<file path="src/rtl/spi_cmd_pkg.sv">
// Shared constants and types for the SPI command handler.
package spi_cmd_pkg;

  localparam logic [7:0] OP_ECHO  = 8'h01;
  localparam logic [7:0] OP_PING  = 8'h03;
  localparam logic [7:0] OP_WRITE = 8'h10;
  localparam logic [7:0] OP_READ  = 8'h11;

  localparam logic [7:0] RSP_PING = 8'h05;
  localparam logic [7:0] RSP_ACK  = 8'hA5;

  typedef enum logic [2:0] {
    IDLE,
    ECHO_B,
    WR_ADDR,
    WR_DATA,
    RD_ADDR
  } parse_state_t;

  // Increment that holds at all-ones instead of wrapping.
  function automatic logic [7:0] sat_inc(input logic [7:0] v);
    return (v == 8'hFF) ? v : v + 8'd1;
  endfunction

endpackage

</file>
<file path="src/rtl/sync_fifo.sv">
// Show-ahead synchronous FIFO with wrap-bit pointers and a synchronous flush.
// A push into a full FIFO is accepted only when a pop happens in the same cycle.
module sync_fifo #(
  parameter int unsigned WIDTH = 8,
  parameter int unsigned DEPTH = 4
) (
  input  logic             clk,
  input  logic             rst_n,
  input  logic             flush_i,
  input  logic             push_i,
  input  logic [WIDTH-1:0] push_data_i,
  input  logic             pop_i,
  output logic             full_o,
  output logic             empty_o,
  output logic [WIDTH-1:0] head_o
);

  localparam int unsigned AW = (DEPTH > 1) ? $clog2(DEPTH) : 1;
  localparam int unsigned PW = AW + 1;

  logic [PW-1:0]    wr_ptr_q, rd_ptr_q;
  logic [WIDTH-1:0] mem_q [DEPTH];
  logic             pop_ok, push_ok;

  assign empty_o = (wr_ptr_q == rd_ptr_q);
  assign full_o  = (wr_ptr_q[AW] != rd_ptr_q[AW]) &&
                   (wr_ptr_q[AW-1:0] == rd_ptr_q[AW-1:0]);
  assign pop_ok  = pop_i & ~empty_o;
  assign push_ok = push_i & (~full_o | pop_ok);
  assign head_o  = mem_q[rd_ptr_q[AW-1:0]];

  // Pointer update; flush empties the FIFO and overrides push/pop.
  always_ff @(posedge clk or negedge rst_n) begin
    if (!rst_n) begin
      wr_ptr_q <= '0;
      rd_ptr_q <= '0;
    end else if (flush_i) begin
      wr_ptr_q <= '0;
      rd_ptr_q <= '0;
    end else begin
      if (push_ok) wr_ptr_q <= wr_ptr_q + PW'(1);
      if (pop_ok)  rd_ptr_q <= rd_ptr_q + PW'(1);
    end
  end

  // Storage write; contents need no reset since the pointers gate visibility.
  always_ff @(posedge clk) begin
    if (push_ok && !flush_i) mem_q[wr_ptr_q[AW-1:0]] <= push_data_i;
  end

endmodule

</file>
<file path="src/rtl/spi_cmd_handler.sv">
// Command parser behind the SPI slave: decodes opcode frames, owns a small
// register file and queues response bytes for the MISO side.
module spi_cmd_handler
  import spi_cmd_pkg::*;
#(
  parameter int unsigned NUM_REGS   = 4,
  parameter int unsigned RESP_DEPTH = 4,
  parameter logic [7:0]  IDLE_BYTE  = 8'h00,
  parameter logic [7:0]  ERR_BYTE   = 8'hEE
) (
  input  logic       clk,
  input  logic       rst_n,
  input  logic       frame_active,
  input  logic       rx_valid,
  input  logic [7:0] rx_byte,
  input  logic       tx_req,
  output logic [7:0] tx_byte,
  output logic       tx_valid,
  output logic       led,
  output logic [7:0] err_count
);

  localparam int unsigned RIW = (NUM_REGS > 1) ? $clog2(NUM_REGS) : 1;

  parse_state_t state_q, state_d;
  logic [7:0]   addr_q;
  logic [7:0]   regs_q [NUM_REGS];
  logic [7:0]   err_q;

  logic         push;
  logic [7:0]   push_data;
  logic         proto_err;
  logic         wr_en;
  logic         rx_addr_ok, wr_addr_ok;
  logic [RIW-1:0] rd_idx, wr_idx;

  logic         fifo_full, fifo_empty;
  logic [7:0]   fifo_head;
  logic         pop_ok, drop;

  assign rx_addr_ok = ({24'd0, rx_byte} < NUM_REGS);
  assign wr_addr_ok = ({24'd0, addr_q} < NUM_REGS);
  assign rd_idx     = rx_byte[RIW-1:0];
  assign wr_idx     = addr_q[RIW-1:0];

  // Opcode decode: next parser state, response byte and error flag for this byte.
  always_comb begin
    state_d   = state_q;
    push      = 1'b0;
    push_data = IDLE_BYTE;
    proto_err = 1'b0;
    wr_en     = 1'b0;
    if (rx_valid) begin
      case (state_q)
        IDLE: begin
          case (rx_byte)
            OP_PING: begin
              push      = 1'b1;
              push_data = RSP_PING;
            end
            OP_ECHO:  state_d = ECHO_B;
            OP_WRITE: state_d = WR_ADDR;
            OP_READ:  state_d = RD_ADDR;
            default: begin
              push      = 1'b1;
              push_data = ERR_BYTE;
              proto_err = 1'b1;
            end
          endcase
        end
        ECHO_B: begin
          state_d   = IDLE;
          push      = 1'b1;
          push_data = rx_byte;
        end
        WR_ADDR: state_d = WR_DATA;
        WR_DATA: begin
          state_d   = IDLE;
          push      = 1'b1;
          wr_en     = wr_addr_ok;
          push_data = wr_addr_ok ? RSP_ACK : ERR_BYTE;
          proto_err = ~wr_addr_ok;
        end
        RD_ADDR: begin
          state_d   = IDLE;
          push      = 1'b1;
          push_data = rx_addr_ok ? regs_q[rd_idx] : ERR_BYTE;
          proto_err = ~rx_addr_ok;
        end
        default: state_d = IDLE;
      endcase
    end
  end

  // Overflow is a push that finds the FIFO full with no same-cycle pop.
  assign pop_ok = tx_req & frame_active & ~fifo_empty;
  assign drop   = push & fifo_full & ~pop_ok;

  sync_fifo #(
    .WIDTH (8),
    .DEPTH (RESP_DEPTH)
  ) u_resp_fifo (
    .clk         (clk),
    .rst_n       (rst_n),
    .flush_i     (~frame_active),
    .push_i      (push & frame_active),
    .push_data_i (push_data),
    .pop_i       (tx_req & frame_active),
    .full_o      (fifo_full),
    .empty_o     (fifo_empty),
    .head_o      (fifo_head)
  );

  // Parser state and latched write address; frame end returns to IDLE.
  always_ff @(posedge clk or negedge rst_n) begin
    if (!rst_n) begin
      state_q <= IDLE;
      addr_q  <= '0;
    end else if (!frame_active) begin
      state_q <= IDLE;
    end else begin
      state_q <= state_d;
      if (rx_valid && state_q == WR_ADDR) addr_q <= rx_byte;
    end
  end

  // Register file write on the completing data byte of a valid WRITE.
  always_ff @(posedge clk or negedge rst_n) begin
    if (!rst_n) begin
      for (int unsigned i = 0; i < NUM_REGS; i++) regs_q[i] <= '0;
    end else if (frame_active && wr_en) begin
      regs_q[wr_idx] <= rx_byte;
    end
  end

  // Saturating error counter; simultaneous error sources count once.
  always_ff @(posedge clk or negedge rst_n) begin
    if (!rst_n) begin
      err_q <= '0;
    end else if (frame_active && (proto_err || drop)) begin
      err_q <= sat_inc(err_q);
    end
  end

  assign tx_valid  = ~fifo_empty;
  assign tx_byte   = fifo_empty ? IDLE_BYTE : fifo_head;
  assign led       = regs_q[0][0];
  assign err_count = err_q;

endmodule
</file>
<file path="config.mk">
export PLATFORM = sky130hd
export DESIGN_NAME = spi_cmd_handler
export DESIGN_NICKNAME = d
export VERILOG_FILES = /design/src/rtl/spi_cmd_pkg.sv /design/src/rtl/sync_fifo.sv /design/src/rtl/spi_cmd_handler.sv
export SDC_FILE = /design/constraint.sdc
export NUM_CORES = 1
export LEC_CHECK = 0
export CAP_MARGIN = 0
export CORE_ASPECT_RATIO = 1.75
export CORE_MARGIN = 2
export CORE_UTILIZATION = 61
export CTS_BUF_LIST = sky130_fd_sc_hd__clkbuf_8
export DETAILED_ROUTE_END_ITERATION = 7
export GPL_ROUTABILITY_DRIVEN = 1
export HOLD_SLACK_MARGIN = 0.08
export MAX_ROUTING_LAYER = met4
export PLACE_DENSITY = 0.94
export SLEW_MARGIN = 20
export SYNTH_ARGS = -nofsm -noshare
export SYNTH_HDL_FRONTEND = slang
export SYNTH_SLANG_ARGS = --single-unit
</file>
<file path="constraint.sdc">
create_clock -name clk -period 2.8 [get_ports clk]
set_clock_uncertainty 0.15 [all_clocks]
set_input_delay 0.28 -clock clk [delete_from_list [all_inputs] [get_ports clk]]
set_output_delay 0.28 -clock clk [all_outputs]
set_load 0.005 [all_outputs]
</file>
Word level (Yosys, flattened, before mapping)
Memory sizes are Yosys's and may differ from the RTL's.
Cells that the tools add are included.
{"block": "classes", "order_cmp": 5, "bitwise_logic": 15, "n_addsub": 3, "muxes": 30, "n_eq_ne": 16, "n_reduce_logical": 14}
{"cell": "two-way mux 8 bit", "count": 6}
{"cell": "bitwise mux 32 bit", "count": 1}
{"cell": "case mux 8 bit (4 select lines)", "count": 1}
{"cell": "two-way mux 3 bit", "count": 6}
{"cell": "binary-select mux 8 bit (select 2 bit)", "count": 1}
{"cell": "demux 8 bit (select 2 bit)", "count": 1}
{"cell": "== test 8 x 5 -> 1 bit (second input constant)", "count": 2}
{"cell": "< comparator 8 x 3 -> 1 bit (second input constant)", "count": 2}
{"cell": "case mux 8 bit (2 select lines)", "count": 1}
{"cell": "case mux 3 bit (3 select lines)", "count": 1}
{"cell": "adder 8 x 1 -> 8 bit (second input constant)", "count": 1}
{"cell": "== test 8 x 1 -> 1 bit (second input constant)", "count": 1}
{"cell": "== test 8 x 2 -> 1 bit (second input constant)", "count": 1}
{"cell": "== test 8 bit (second input constant)", "count": 1}
{"cell": "two-way mux 1 bit", "count": 8}
{"cell": "two-way mux 7 bit", "count": 1}
{"cell": "adder 3 x 1 -> 3 bit (second input constant)", "count": 2}
{"cell": "AND 1 bit", "count": 6}
{"cell": "== test 3 x 2 -> 1 bit (second input constant)", "count": 2}
{"cell": "greater-or-equal comparator 3 bit (second input constant)", "count": 2}
{"cell": "logical AND 1 bit", "count": 6}
{"cell": "!= test 2 x 1 -> 1 bit (second input constant)", "count": 3}
{"cell": "inverter 1 bit", "count": 6}
{"cell": "inverter 2 -> 3 bit", "count": 2}
{"cell": "16 further kinds", "count": 19}
{"block": "totals", "regBits": 57, "n_memories": 1, "out_inout_bits": 18, "wordCells": 93, "ramBits": 32, "in_bits": 13}
{"name": "u_resp_fifo.mem_q", "depth": 4, "width": 8, "read_ports": 1, "rd_clocked_by_memory_dff": 0, "write_ports": 1, "line_no": "sync_fifo.sv:22", "source": "logic [WIDTH-1:0] mem_q [DEPTH];"}

Depth between registers and ports, before layout
Gate-level depths: netlist of the first run.
{"block": "depth", "word_depth": 10, "ltp_mapped": 7, "depth_no_buf": 5}

Cells and area by module
Synthesis of the first run repeated with hierarchy kept, for this count alone.
{"block": "unflattened", "hier_cells": 326, "hier_area_um2": 4419.2}
{"mod": "spi_cmd_handler", "area_per_inst_um2": 2715.1, "seq_area_each_um2": 1276.2, "instances": 1, "cells_each": 229}
{"mod": "sync_fifo", "area_per_inst_um2": 1704.1, "seq_area_each_um2": 1111.1, "instances": 1, "cells_each": 97}

Worst setup path after synthesis of the first run
OpenSTA, ideal clock, no wires.
{"block": "synth_timing", "kind": "input port to flip-flop", "start": "input rx_byte[2]", "end": "memory u_resp_fifo.mem_q[0][0], enable pin", "arrival_time_ps": 1784, "n_path_buf": 1, "setup_slack_ps": 589, "setup_ps": 277, "required_ps": 2373, "path_stages": 5, "cell_sequence": "or4_4 > o41a_1 > and3_1 > clkbuf_1 > and2_1"}
{"block": "synth_via", "elab_chain_len": 10, "elab_cells_between_ends": 12, "classes_between": "eq/ne: 3; mux: 5; bitwise: 2; reduce/logical: 2"}
{"element": "start: declaration", "line_no": "spi_cmd_handler.sv:15", "source": "input logic [7:0] rx_byte,"}
{"element": "== test 8 x 5 -> 1 bit or == test 8 x 1 -> 1 bit (tied branches)", "line_no": "spi_cmd_handler.sv:56", "source": "case (rx_byte)"}
{"element": "OR reduction 3 bit (no line) *"}
{"element": "two-way mux 1 bit *", "line_no": "spi_cmd_handler.sv:56"}
{"element": "case mux 1 bit (2 select lines) *", "line_no": "spi_cmd_handler.sv:54", "source": "case (state_q)"}
{"element": "two-way mux 1 bit *", "line_no": "spi_cmd_handler.sv:53", "source": "if (rx_valid) begin"}
{"element": "AND 1 bit *", "line_no": "spi_cmd_handler.sv:106", "source": ".push_i (push & frame_active),"}
{"element": "AND 1 bit *", "line_no": "sync_fifo.sv:29", "source": "assign push_ok = push_i & (~full_o | pop_ok);"}
{"element": "logical AND 1 bit *", "line_no": "sync_fifo.sv:48", "source": "if (push_ok && !flush_i) mem_q[wr_ptr_q[AW-1:0]] <= push_data_i;"}
{"element": "two-way mux 1 bit *", "line_no": "sync_fifo.sv:48"}
{"element": "two-way mux 1 bit (not written as such) *", "line_no": "sync_fifo.sv:48"}
{"element": "end: declaration", "line_no": "sync_fifo.sv:22"}
Mark *: on every way between the ends. The rest lies on a longest branch, timed or not.

Worst setup path in the final report of the first run
{"block": "layout_timing", "start": "register u_resp_fifo.rd_ptr_q[0]", "end": "output tx_byte[1]"}
{"block": "layout_via", "elab_chain_len": 2, "elab_cells_between_ends": 3, "classes_between": "eq/ne: 1; mux: 1; memory: 1"}
{"element": "start: declaration", "line_no": "sync_fifo.sv:21", "source": "logic [PW-1:0] wr_ptr_q, rd_ptr_q;"}
{"element": "start signal: assignment", "line_no": "sync_fifo.sv:42", "source": "if (pop_ok) rd_ptr_q <= rd_ptr_q + PW'(1);"}
{"element": "memory (4 x 8 bit) or == test 3 bit (tied branches)"}
{"element": "two-way mux 8 bit *", "line_no": "spi_cmd_handler.sv:146", "source": "assign tx_byte = fifo_empty ? IDLE_BYTE : fifo_head;"}
{"element": "end: declaration", "line_no": "spi_cmd_handler.sv:17", "source": "output logic [7:0] tx_byte,"}
Marked as above.

==> results.json, run 1 <==
{
  "grt_max_degree": 36,
  "powerDensity_nw_per_um2": 600,
  "dieArea_um2": 7630,
  "numPortBuffers": 30,
  "synth_edf_count": 32,
  "clockBufferDepth": 2,
  "core-area_um2": 6810,
  "r2r.worst_path.cells": 5,
  "area_delta_synth_final_pct": 17.5,
  "synth-seq-cells": 89,
  "cp_num_buf_inv": 2,
  "antennaDiodeCount": 0,
  "routedWlPerCell_um": 19.9,
  "cap_violations": 0,
  "cp_top_family": "buffers and inverters",
  "grt_pass1_vias": 2752,
  "vias": 2663,
  "critPathRequiredTime_ps": 2370,
  "synth_common_cells": "dfrtp_1 (57), mux2_2 (41), edfxtp_1 (32), mux4_2 (15), and2_1 (14)",
  "clk_pin_slew_worst_paths_ps": 80,
  "crit_path_end_kind": "primary output",
  "post_cts_buffers": 0,
  "drc": 0,
  "ys.flop_type": "dfrtp_1",
  "cts.sinks": 89,
  "drtIter0Drc": 168,
  "clock_latency_ps": 360,
  "ant_nets": 0,
  "critPathMaxFanout": 11,
  "grt_pass1_wl_um": 13800,
  "worstPathCellList": "buf_4, xnor2_1, nand3b_1, and2_1, clkdlybuf4s50_1",
  "slew_violations": 0,
  "cts_max_level": 3,
  "synth_top_area_share_pct": 33.8,
  "synth_top_area_cell": "dfrtp_1",
  "grt_usage_pct": 26.0,
  "die_w_um": 66.9,
  "gp_congestion": 0.976,
  "cts_buffers": 9,
  "root_buffer": "clkbuf_8",
  "cts_tree": "built",
  "setup_tns_ps": 0,
  "seq_area_frac_synth_pct": 56.5,
  "hold_path_depth": 1,
  "async_flop_share_pct": 64.0,
  "synth.distinct_cells": 50,
  "gr-total-overflow": 0,
  "drive_above_1_share_pct": 30.9,
  "synth_cells": 293,
  "layout_min_cycle_time_ps": 2540,
  "grt_setup_unrepaired": "false",
  "syn_nets": 312,
  "via_per_inst": 6.15,
  "status": "finished clean",
  "cp_num_cells": 5,
  "fin_ws_ps": 260,
  "start_util_pct": 62.1,
  "die_h_um": 114,
  "fmaxAchievable_mhz": 394,
  "yosysMostFrequentCell": "dfrtp_1",
  "netlist_area_um2": 4220,
  "finalHoldViolCount": 0,
  "netlist_top_cells_area": "dfrtp_1 (34%), edfxtp_1 (23%), mux2_2 (11%)",
  "worst-slew-pin-transition_ps": 774,
  "nNetsFinal": 363,
  "grt_antenna_before_repair": 0,
  "drtPass1Iterations": 4,
  "arrival_ps": 2110,
  "p_leak_nw": 2.09,
  "min_path_type": "reg -> reg",
  "worst_setup_path_start_kind": "flop",
  "drt_wl_total_um": 8620,
  "finalCritPeriodShare_pct": 90.7,
  "synth.avg_cell_area_um2": 14.4,
  "ios": 31,
  "rows": 40,
  "cpMaxStageDelayCell": "clkdlybuf4s50_1",
  "ys_warn_count": 0,
  "dp.final_hpwl_um": 6400,
  "crit_path_max_incr_delay_ps": 440,
  "final-setup-viol-count": 0,
  "peakVddDrop_mv": 0.476,
  "critical_path_class": "reg -> out",
  "pre_cts_ws_ps": 62.2,
  "post-route-util_pct": 72.9,
  "worst_slew_margin_rel_pct": 48.4
}
[cells by family after synthesis]
| family | count (synthesis) | share of synthesized area (%) |
|---|---|---|
| flops | 89 | 56.5 |
| xor+xnor | 13 | 2.70 |
| compound gates | 31 | 5.42 |
| buf+inv | 16 | 1.48 |
| fa+ha+maj | 6 | 1.78 |
| simple gates | 77 | 11.9 |
| mux | 61 | 20.2 |
[worst paths after layout]
kind / endpoint / from / slack (ps)
setup / recovery: tx_byte[1] / u_resp_fifo.rd_ptr_q[0] / 260
hold / removal: err_count[4] / err_count[4] / 350
setup reg to reg: regs_q[27] / addr_q[2] / 440
hold reg to reg: err_count[4] / err_count[4] / 350
max in group asynchronous: u_resp_fifo.rd_ptr_q[2] / rst_n / 1450
min in group asynchronous: led / rst_n / 370
[cells in the final DEF (no fill, tap or decap), types with 3 or more instances in the layout]
master,count
a21oi_1,8
dfrtp_1,57
xnor2_1,11
nand3_1,4
buf_4,23
mux2i_1,4
ha_1,6
mux4_2,15
inv_1,4
a21boi_0,3
a22oi_1,5
nand2b_1,4
nor3_1,3
edfxtp_1,32
mux2_2,41
nand4_1,7
clkbuf_8,9
o21ai_0,3
and3_1,5
clkdlybuf4s50_1,29
nand2_1,8
nor2_1,10
and2_1,14
[metal layers]
layer	share of wire [%]	global-route usage [%]	wire [um]
met5	0	-	0
met4	4.3	11.8	374
met3	3.9	4.92	336
met2	57	46.0	4880
met1	35	27.2	3020
[registers in the layout, indices dropped and copies added, names as in the netlist]
name and flops:
addr_q 8, err_count 8, led 1, regs_q 31, state_q 3, u_resp_fifo.mem_q 32, u_resp_fifo.rd_ptr_q 3, u_resp_fifo.wr_ptr_q 3
[worst register-to-register path, stage by stage, from the launching register on]
cell and delay (ps):
dfrtp_1 400, or4_4 570, nor3_4 190, nand2_2 150, nor3_4 400, mux2_2 390
[per-stage QoR]
| stage | instances | cell area (um2) | hold slack, ps | total power (W) |
|---|---|---|---|---|
| final | 433 | 4960 | 348 | 0.00298 |
| after global routing | 433 | 4960 | 377 | 0.00310 |
| after CTS | 433 | 4960 | 348 | 0.00301 |
| after detailed placement | 416 | 4740 | 239 | 0.00210 |
| after global placement | 416 | 4740 | 232 | 0.00207 |
| after floorplan | 293 | 4220 | -166 | 0.00179 |
[layout make-up]
cell class / instances / area [um2]
flip-flops and latches: 89 / 2390
clock inverters: 7 / 87.6
inverters: 2 / 7.51
multi-input cells: 188 / 1770
well taps: 84 / 105
clock buffers: 9 / 124
fillers: 461 / 1840
repair buffers: 54 / 478
[repair_timing]
action	in CTS	in global routing
hold buffers	1	0
hold endpoints to repair	33	0
resized for setup	0	0
[where the power goes]
group	switching (W)	total [W]	internal (W)
combinational	0.000238	0.000589	0.000350
clock	0.000421	0.000914	0.000494
sequential	0.0000598	0.00147	0.00141
Note: power is estimated with default switching activity, not from simulation.
==> inputs of run 2 (changes only) <==
- ABC_CLOCK_PERIOD_IN_PS: default -> 2800
==> results of run 2 <==
Final layout, timing and power as in run 1 (identical DEF).
